--- src/rtl/piso_reg.sv ---
// piso_reg: parallel-in/serial-out register with valid/ready load and serial stream handshakes.
// Define PISO_MSB_FIRST_EN to emit words MSB first instead of LSB first.
module piso_reg #(
    parameter int DATAWIDTH = 32,
    localparam int CNT_W = $clog2(DATAWIDTH)
) (
    input  logic                 clk,
    input  logic                 rst,
    input  logic [DATAWIDTH-1:0] d,
    input  logic                 load_valid,
    output logic                 load_ready,
    output logic                 sout,
    output logic                 sout_valid,
    input  logic                 sout_ready,
    output logic                 sout_last
);
    typedef enum logic {IDLE, SHIFT} state_t;
    localparam logic [CNT_W-1:0] LAST = CNT_W'(DATAWIDTH - 1);
    state_t state, state_nx;
    logic [DATAWIDTH-1:0] sr, sr_nx, sr_sh;
    logic [CNT_W-1:0] cnt, cnt_nx;
    logic load, beat;
`ifdef PISO_MSB_FIRST_EN
    assign sr_sh = {sr[DATAWIDTH-2:0], 1'b0};
    assign sout  = sout_valid & sr[DATAWIDTH-1];
`else
    assign sr_sh = {1'b0, sr[DATAWIDTH-1:1]};
    assign sout  = sout_valid & sr[0];
`endif
    assign sout_valid = state == SHIFT;
    assign sout_last  = sout_valid && cnt == LAST;
    // ready is forced low while in reset so requests during reset are ignored
    assign load_ready = rst && (state == IDLE || (sout_last && sout_ready));
    assign load       = load_valid && load_ready;
    assign beat       = sout_valid && sout_ready;
    always_comb begin
        state_nx = state;
        sr_nx    = sr;
        cnt_nx   = cnt;
        if (load) begin
            state_nx = SHIFT;
            sr_nx    = d;
            cnt_nx   = '0;
        end else if (beat) begin
            state_nx = sout_last ? IDLE : SHIFT;
            sr_nx    = sout_last ? '0 : sr_sh;
            cnt_nx   = sout_last ? '0 : cnt + 1'b1;
        end
    end
    always_ff @(posedge clk or negedge rst) begin
        if (!rst) begin
            state <= IDLE;
            sr    <= '0;
            cnt   <= '0;
        end else begin
            state <= state_nx;
            sr    <= sr_nx;
            cnt   <= cnt_nx;
        end
    end
endmodule

--- config.mk ---
export PLATFORM = sky130hd
export DESIGN_NAME = piso_reg
export DESIGN_NICKNAME = d
export VERILOG_FILES = /design/src/rtl/piso_reg.sv
export SDC_FILE = /design/constraint.sdc
export NUM_CORES = 1
export LEC_CHECK = 0
export CAP_MARGIN = 20
export CORE_ASPECT_RATIO = 1.25
export CORE_UTILIZATION = 35
export DETAILED_ROUTE_END_ITERATION = 8
export GPL_TIMING_DRIVEN = 0
export HOLD_SLACK_MARGIN = 0.12
export PLACE_DENSITY = 0.71
export SLEW_MARGIN = 30
export SYNTH_ARGS = -nofsm -noshare
export SYNTH_HDL_FRONTEND = slang
export SYNTH_SLANG_ARGS = --single-unit
--- constraint.sdc ---
create_clock -name clk -period 2.5 [get_ports clk]
set_input_delay 0.5 -clock clk [delete_from_list [all_inputs] [get_ports clk]]
set_output_delay 0.5 -clock clk [all_outputs]
set_load 0.05 [all_outputs]
# Word level (Yosys, flattened, before mapping)
# Index checks and enable logic that the tools add are counted.
# Widths: inputs -> output; s select.
[totals]
out_inout_bits = 4
regBits = 38
wordCells = 23
inputBits = 36
[op_classes]
mux = 9
n_eq_ne = 1
n_bitwise = 2
n_reduce_logical = 7
add_sub_neg = 1
[ops]
columns = ["cell", "n"]
rows = [
  ["$mux 32", 2],
  ["$mux 31", 1],
  ["$mux 5", 3],
  ["$add 5x1->5 const B", 1],
  ["$eq 5x5->1 const B", 1],
  ["$logic_and 1x1->1", 5],
  ["$mux 1", 3],
  ["$reduce_bool 2->1", 1],
  ["$and 1x1->1", 1],
  ["$logic_or 1x1->1", 1],
  ["$not 1->1", 1],
]

# Depth between registers and ports, before layout
[depth]
word_depth = 7
depth_mapped = 7
mapped_depth_nobuf = 6

# Worst setup path after synthesis
# Ideal clock, no wire load.
[synth_path]
path_kind = "register to output"
startpoint = "register cnt[0]"
endpoint = "output load_ready"
path_buffers = 1
stages_incl_launch_ff = 7
required_ns = 2.000
t_arrival_ns = 1.595
setup_slack_ns = 0.405
cell_sequence = "dfrtp_1 ha_1 and3_1 ha_1 a21bo_4 buf_6 and2_2"
[synth_via]
elab_chain_len = 5
[synth_lines]
columns = ["element", "line_no", "source"]
rows = [
  ["from (decl)", "21", "logic [CNT_W-1:0] cnt, cnt_nx;"],
  ["from (signal assigned)", "58", "cnt <= cnt_nx;"],
  ["$eq 5x5->1", "31", "assign sout_last = sout_valid && cnt == LAST;"],
  ["$logic_and 1x1->1", "31", ""],
  ["$logic_and 1x1->1", "33", "assign load_ready = rst && (state == IDLE || (sout_last && sout_ready));"],
  ["$logic_or 1x1->1", "33", ""],
  ["$logic_and 1x1->1", "33", ""],
  ["to (decl)", "11", "output logic load_ready,"],
]
# No other way between the ends.

# Worst setup path in the final report
[layout_path]
startpoint = "register cnt[1]"
endpoint = "output load_ready"
# Same word-level chain as after synthesis.

==> metrics.csv <==
stage,metric,value,unit
run_status,status,finished clean,
timing,finalWorstSetupSlack,0.0680,ns
logic_synthesis,synth_seq_area_share,53.5,%
logic_synthesis,yosysMostFrequentCell,dfrtp_1,
logic_synthesis,yosys.area.top_type,dfrtp_1,
timing,worstMarginPinSlew,0.487,ns
setup_path,rrSetupSlack,0.51,ns
clock_tree,cts_root_buf,clkbuf_8,
clock_tree,worstSkewPairLatency,0.29,ns
logic_synthesis,synth_top_area_share,53.5,%
placed_design,io_buffers,39,
placed_design,hpwl,2660,µm
floorplanning,die_w,65.7,µm
power_and_ir_drop,ir_drop,0.310,mV
setup_path,cp-end-kind,output port,
power_and_ir_drop,powerDensity,809,nW/µm²
power_and_ir_drop,power,1.94,mW
routing,drt_iter0_markers,101,
clock_tree,cts_htree_levels,2,
timing,layout_min_cycle_time,2.43,ns
power_and_ir_drop,p_leak,1.20,nW
grt,grt_use_total,16.5,%
floorplanning,fp.dieH,81.7,µm
logic_synthesis,synthAdderAreaFrac,1.41,%
worst_hold_path,whs_endpoint,sr[0]$_DFFE_PN0P_,
floorplanning,initial_core_util,37.0,%
final_layout,design_area,2400,µm²
timing,min_period_over_period,97.3,%
logic_synthesis,syn_nets,178,
logic_synthesis,synth-async-reset-ratio,100,%
floorplanning,ioPinCount,40,
flow_run,cap_violations,0,
routing,wl,3890,µm
clock_tree,clockBufferDepth,2,
logic_synthesis,synthCells,140,
final_layout,drive_gt1_share,19.8,%
setup_path,cp_max_fo,10,
floorplanning,dieArea,5370,µm²
worst_hold_path,hold-path-cell-count,1,
logic_synthesis,synth_edf_count,0,
setup_path,path_class,register to output port,
routing,wl_per_cell,15.4,µm
logic_synthesis,synth.distinct_cells,25,
timing,fmax,411,MHz
setup_path,reg2reg_from,cnt[1]$_DFFE_PN0P_,
placed_design,place_congestion,0.748,
routing,via_per_inst,5.41,
grt,grt_overflow,0,
setup_path,crit_arrival,1.93,ns
floorplanning,row_count,28,
timing,drv_slew,0,
timing,tns,0,ns
setup_path,reg2reg_to,sr[19]$_DFFE_PN0P_,
grt,grt_max_degree,30,
logic_synthesis,synthXorXnorAreaFrac,0.493,%
logic_synthesis,netlist_area,1780,µm²
clock_tree,cts.sinks,38,
timing,max_slew_margin,67.5,%
timing,hold_violations,0,
timing,setup_viol,0,
logic_synthesis,synth.area.mux_share,1.83,%
clock_tree,cts_buffers,5,
floorplanning,core_area,4800,µm²
logic_synthesis,synth_seq_cells,38,
final_layout,areaGrowthSynthToFinish,34.9,%
routing,antenna_left,0,
final_layout,diodes,0,
worst_hold_path,holdCritStartpoint,sr[1]$_DFFE_PN0P_,
logic_synthesis,yosysWarnings,0,
logic_synthesis,ys.flop_type,dfrtp_1,
logic_synthesis,ys_top_cells_by_area,"dfrtp_1 (54%), a221o_1 (17%), and3_1 (9.9%)",
grt,antenna_found_initial,0,
routing,drcViolationCount,0,
timing,skew,0.00589,ns
worst_hold_path,min_path_type,register to register,
placed_design,dp_slack,-0.316,ns
clock_tree,cts_tree,done,
setup_path,startpoint_type,register,
logic_synthesis,synth-compound-area-share,21.8,%
logic_synthesis,synthSimpleGateAreaFrac,15.5,%
placed_design,dpl-instance-area,2260,µm²
setup_path,reg2regPathDepth,8,
routing,drtPass1Iterations,7,
setup_path,worstPathRequired,2.00,ns
logic_synthesis,synth_common_cells,"dfrtp_1 (38), a221o_1 (31), and3_1 (28)",
routing,vias,1363,
grt,first_global_vias,1402,
clock_tree,path_clk_slew,0.07,ns
final_layout,nets,229,
logic_synthesis,synth_top_family_by_area,compound AO/OA/AOI/OAI gates,
logic_synthesis,avgSynthCellArea,12.7,µm²
grt,grt_pass1_wl,6680,µm
flip-flops by register name (all words and copies together), names as in the netlist:
name / count
cnt: 5
sout_valid: 1
sr: 32
cell usage in the layout (no fill, tap or decap), drive strengths merged:
| cell type | synthesis | routed |
|---|---|---|
| mux2i | 1 | 1 |
| a21boi | 1 | 1 |
| inv | 1 | 1 |
| clkinv | 0 | 1 |
| mux2 | 2 | 2 |
| nand2 | 4 | 4 |
| dfrtp | 38 | 38 |
| a22o | 2 | 2 |
| buf | 10 | 16 |
| clkdlybuf4s50 | 0 | 36 |
| a21oi | 1 | 1 |
| ha | 2 | 2 |
| nor2 | 1 | 1 |
| nand3b | 1 | 1 |
| dlygate4sd3 | 0 | 1 |
| dlygate4sd2 | 0 | 1 |
| and2 | 4 | 4 |
| clkbuf | 3 | 10 |
| xnor2 | 1 | 1 |
| a32o | 1 | 1 |
| a221o | 31 | 31 |
| and3 | 32 | 32 |
| nand3 | 2 | 2 |
| o311ai | 1 | 1 |
| a21bo | 1 | 1 |
kinds of logic after synthesis:
group / Yosys count
buffers and inverters: 14
xor gates and xnor gates: 1
adders and majority gates: 2
DFF: 38
AOI/OAI and AO/OA: 38
muxes: 3
and+or+nand+nor: 44
per-layer routing:
layer	routed length [µm]	vias up	track usage, %
li1	-	657	-
met1	1900	664	22.2
met2	1750	37	25.7
met3	188	5	4.72
met4	45	0	4.57
met5	0	-	0
power breakdown:
group | switching (mW) | leakage, nW | internal, mW | total [mW]
sequential | 0.141 | 0.507 | 0.824 | 0.965
clock | 0.209 | 0.0482 | 0.222 | 0.431
combinational | 0.217 | 0.643 | 0.326 | 0.543
worst max-delay path by stage:
stage                        from          to  slack, ns  cells after the start
2_1_floorplan  cnt[0]$_DFFE_PN0P_  load_ready       0.41                      6
3_3_place_gp                  rst  load_ready      -1.42                      3
3_5_place_dp           sout_ready  load_ready      -0.32                      5
4_1_cts        cnt[0]$_DFFE_PN0P_  load_ready      -0.06                      7
5_1_grt        cnt[0]$_DFFE_PN0P_  load_ready    -0.0004                      7
6_report       cnt[1]$_DFFE_PN0P_  load_ready       0.07                      7
timing repair:
item                                    4_1_cts  5_1_grt
pin swaps                                     0        2
gates resized for setup                       8        3
endpoints found under the setup margin        2        2
gates cloned                                  0        0
endpoints found under the hold margin         9        0
buffers inserted                              0        3
hold buffers                                  1        0
layout make-up:
cell class	instances	area, µm²
multi-input combinational	88	743
fill	429	2400
clock inverter	1	5.00
timing repair buffer	44	438
sequential	38	951
tap	60	75.1
buffer	13	93.8
inverter	1	3.75
clock buffer	7	86.3
metrics by stage:
step | utilization (%) | std cells | hold WS, ns
final | 49.9 | 252 | 0.503
after global placement | 46.7 | 239 | 0.487
after global routing | 49.9 | 252 | 0.530
after CTS | 49.1 | 249 | 0.510
after floorplan | - | 140 | 0.204
after detailed placement | 47.0 | 240 | 0.406
critical path, stage by stage, from the launching register on:
cell and delay (ns):
dfrtp_1 0.40, ha_2 0.19, and3_1 0.17, ha_4 0.18
a21bo_4 0.23, buf_6 0.14, and2_2 0.19, buf_6 0.15
Power figures use the tool's default switching activity.
==> RTL edit 1 (same flow settings) <==
`DATAWIDTH`: 32 -> 16.
--- a/src/rtl/piso_reg.sv
+++ b/src/rtl/piso_reg.sv
@@ -1,7 +1,7 @@
 // piso_reg: parallel-in/serial-out register with valid/ready load and serial stream handshakes.
 // Define PISO_MSB_FIRST_EN to emit words MSB first instead of LSB first.
 module piso_reg #(
-    parameter int DATAWIDTH = 32,
+    parameter int DATAWIDTH = 16,
     localparam int CNT_W = $clog2(DATAWIDTH)
 ) (
     input  logic                 clk,
Interface: changed (resized d); port bits go from 40 to 24. No check against the original RTL was run, so the function may have changed too.
==> RTL edit 1 against the unedited design <==
Cell area down 36%. Routed wire length down 29%. Largest cell class is now multi-input combinational cells. Final cell count down 31%. Combinational power up 12%. Setup slack better by 0.041 ns. Utilization down 2.9 points. Largest power group is now combinational cells. Total power down 28%. Sequential cell count down 17. Synthesized area down 32%. First-iteration DRC count down 90%. Maximum frequency up 1.7%.
==> RTL edit 1: results (changes against the unedited design) <==
Largest Register -> sr
DRT Wirelength -> 2750 um (-29%)
Worst setup path endpoint -> sout_last
H-tree levels -> 1 (-1)
Inserted Diodes -> 0 (unchanged)
Worst-path clk slew -> 0.08 ns
Pre-CTS setup slack -> -0.295 ns (+0.0218 ns)
Post-Route Skew -> 0.000945 ns (-0.00495 ns)
Total number of vias -> 957 (-30%)
R2r worst-path depth -> 5 (-3)
Distinct cells, synth -> 28 (+12%)
Clock Latency Late Sink -> 0.26 ns (-0.03 ns)
Synth warn -> 0 (unchanged)
Largest net degree at the start of global routing -> 24 (-20%)
Maximum fanout along the worst path -> 10 (unchanged)
Kind of cell adding the most delay to the critical path -> buffers and inverters
Critical Path Start -> cnt[0]
TritonRoute pass-1 iters -> 4 (-3)
Hold crit path type -> primary input to asynchronous set/reset pin
Worst-Margin Slew -> 0.497 ns (+0.0105 ns)
Max frequency -> 418 MHz (+1.7%)
Synth top area cells -> dfrtp_1, mux2_2, a22o_1
Layout cells sized above 1 -> 21.7% (+1.9 points)
CP peak stage delay -> 0.43 ns (+0.03 ns)
Critical path data arrival time -> 1.89 ns (-0.04 ns)
Clk Tree Root Cell -> clkbuf_8
Post-layout nets -> 160 (-30%)
Max-slew violation count -> 0 (unchanged)
Fill count -> 323 (-25%)
Syn nets -> 132 (-26%)
Postcts setup bufs -> 0 (unchanged)
Routability cong. -> 0.720 (-3.7%)
Total CTS buffers -> 3 (-2)
Worst R2R End -> sr[1]
Max reg flops -> 16 (-50%)
Slowest CP cell -> dfrtp_1
Status -> finished, final reports clean
Drt first-iter violations -> 10 (-90%)
First-pass GRT wire length -> 4460 um (-33%)
Hpwl dp -> 2040 um (-23%)
Maximum VDD drop -> 451 uV (+45%)
R2R setup slack -> 0.65 ns (+0.14 ns)
Vias in the first global route -> 1029 (-27%)
Leak pwr -> 0.737 nW (-38%)
Initial antenna violation count -> 0 (unchanged)
GRT Resource Usage Total -> 16.8% (+0.26 points)
Seq/Total Area, Yosys -> 43.4% (-10 points)
Asr flop ratio synth -> 100% (unchanged)
Top cells by instance count after synthesis -> dfrtp_1, a22o_1, and3_1
IO Port Bufs -> 23 (-41%)
RTL edit 1: cell count changes after synthesis, sizes merged, moves of 2 or more:
| cell | before | now |
|---|---|---|
| a22o | 2 | 15 |
| and3 | 32 | 15 |
| mux2 | 2 | 15 |
| a221o | 31 | 0 |
| a31oi | 0 | 3 |
| a21oi | 1 | 4 |
| buf | 10 | 6 |
| dfrtp | 38 | 21 |
| and2 | 4 | 2 |
| nand2 | 4 | 8 |
| o21ai | 0 | 4 |
RTL edit 1: what timing repair did:
| item | 4_1_cts | 5_1_grt |
|---|---|---|
| hold buffers | 0 | 0 |
| setup endpoints to repair | 3 | 0 |
| resized for setup | 7 | 0 |
RTL edit 1: kinds of logic (layout without fill, tap and decap cells):
family | after synthesis | after routing | synth area share [%]
flops | 21 | 21 | 43.4
simple gates | 33 | 33 | 15.9
fa+ha+maj | 1 | 1 | 1.03
mux | 17 | 17 | 15.9
buf+inv | 10 | 37 | 4.96
compound gates | 28 | 28 | 18.0
xor+xnor | 1 | 1 | 0.724
RTL edit 1: worst reg2reg max path: cells and delay by family (launching register included):
kind,cells,cell delay [ns]
fa+ha+maj,1,0.29
simple gates,1,0.16
mux,1,0.35
flops,1,0.43
compound gates,1,0.30
buf+inv,1,0.20
RTL edit 1: report_power, final:
| part | internal, mW | switching, mW | leakage [nW] |
|---|---|---|---|
| Combinational | 0.307 | 0.300 | 0.440 |
| Sequential | 0.473 | 0.0926 | 0.274 |
| Clock | 0.113 | 0.109 | 0.0228 |
RTL edit 1: worst min path at each step:
stage	startpoint	endpoint	cells past startpoint
5_1_grt	rst	cnt[3]	1
3_5_place_dp	rst	sout_valid	1
3_3_place_gp	sr[15]	sr[15]	2
6_report	rst	cnt[1]	1
4_1_cts	rst	sout_valid	1
2_1_floorplan	rst	cnt[0]	0
RTL edit 1: metal layers:
| metal | vias up | global-route usage (%) | share of wire (%) | wire length, um |
|---|---|---|---|---|
| met5 | - | 0 | 0 | 0 |
| met4 | 0 | 6.73 | 0.66 | 18 |
| met3 | 2 | 2.03 | 2.8 | 77 |
| met2 | 14 | 28.9 | 55 | 1500 |
| met1 | 472 | 20.4 | 42 | 1150 |
| li1 | 469 | - | - | - |
RTL edit 1: stage by stage:
stage | hold slack [ns] | cell area, um^2 | std cells | utilization, %
floorplan | 0.204 | 1210 | 111 | -
CTS | 0.224 | 1530 | 175 | 47.0
finish | 0.200 | 1530 | 175 | 47.0
detailed placement | 0.504 | 1480 | 171 | 45.6
global placement | 0.569 | 1490 | 171 | 45.7
global route | 0.247 | 1530 | 175 | 47.0
RTL edit 1: final cells by class:
class	count	share of cell area (%)
inverters	1	0.246
repair buffers	23	14.8
clock buffers	4	2.95
flip-flops and latches	21	34.4
multi-input cells	80	40.9
well taps	37	3.03
plain buffers	9	3.69
==> RTL edit 2 (same settings) <==
Without the edit above. Make the reset (`rst`) synchronous in one clocked block.
--- a/src/rtl/piso_reg.sv
+++ b/src/rtl/piso_reg.sv
@@ -47,7 +47,7 @@
             cnt_nx   = sout_last ? '0 : cnt + 1'b1;
         end
     end
-    always_ff @(posedge clk or negedge rst) begin
+    always_ff @(posedge clk) begin
         if (!rst) begin
             state <= IDLE;
             sr    <= '0;
Check against the original RTL: differs if rst is asserted again (counterexample within 4 cycles, from zero or initial values and one cycle with rst low); with rst held inactive, the same outputs for 10 cycles.
==> RTL edit 2 against the unedited design <==
Sequential cell count did not move. First-iteration DRC count grew 32%. Highest routed layer unchanged. Total power shrank 27%. Synthesized area rose by 15%. Routed wire length increased by 27%. Setup slack is essentially flat. Cell area up 9.3%. Critical path type unchanged. Combinational power fell by 45%.
==> RTL edit 2: results (changes against the unedited design) <==
Status -> finished, final reports clean
Clock-cell share -> 3.49% (-0.32 points)
Post-Syn Instances -> 225 (+61%)
Pre-CTS setup slack -> -0.419 ns (-0.103 ns)
Vias per cell -> 5.45 (+0.73%)
Leak pwr -> 1.08 nW (-10%)
Initial Util -> 37.0% (about the same)
Dpl cells -> 327 (+36%)
Xor/xnor share of the synthesized area -> 0.429% (-0.064 points)
DRT Wirelength -> 4950 um (+27%)
Seq pwr share -> 48.4% (-1.4 points)
Vias in the first global route -> 1882 (+34%)
Clock share of power -> 30.9% (+8.7 points)
Final Non-Filler Cells -> 337 (+34%)
Buffers, non-clock -> 65 (+14%)
IO Port Bufs -> 38 (-2.6%)
Top cells by instance count after synthesis -> dfxtp_1, a21oi_1, nand2b_1
Primary FF master, synth -> dfxtp_1
#MultiIn Comb -> 160 (+82%)
Synth Area in Compound Gates -> 28.4% (+6.6 points)
Post-Route Skew -> 0.00336 ns (-0.00254 ns)
Synth top area cells -> dfxtp_1, o221a_1, nand2b_1
TritonRoute pass-1 iters -> 4 (-3)
Post-layout nets -> 310 (+35%)
Power density over the cells -> 544 nW/um^2 (-33%)
Routability cong. -> 0.750 (+0.31%)
Fill count -> 545 (+27%)
Distinct cells, synth -> 24 (-4.0%)
Seq/total area -> 29.1% (-11 points)
Relative slew slack -> 66.7% (-0.76 points)
-- RTL edit 2: final timing paths --
kind	startpoint	endpoint	slack, ns	cells after the start
setup / recovery	cnt[0]	load_ready	0.07	7
hold / removal	sr[31]	sr[31]	0.48	2
setup reg to reg	cnt[0]	sr[21]	0.53	8
hold reg to reg	sr[31]	sr[31]	0.48	2
-- RTL edit 2: critical path, stage by stage (launching register included) --
cell     delay (ns)
dfxtp_2        0.35
ha_1           0.21
and3_1         0.21
ha_4           0.19
a21bo_4        0.23
buf_6          0.14
and2_1         0.16
buf_6          0.15
-- RTL edit 2: per-layer routing --
| metal | track usage (%) | wire length (um) | vias to the layer above |
|---|---|---|---|
| met4 | 6.36 | 68 | 0 |
| met2 | 27.4 | 2280 | 31 |
| met5 | 0 | 0 | - |
| met1 | 21.8 | 2430 | 869 |
| met3 | 3.59 | 169 | 7 |
| li1 | - | - | 929 |
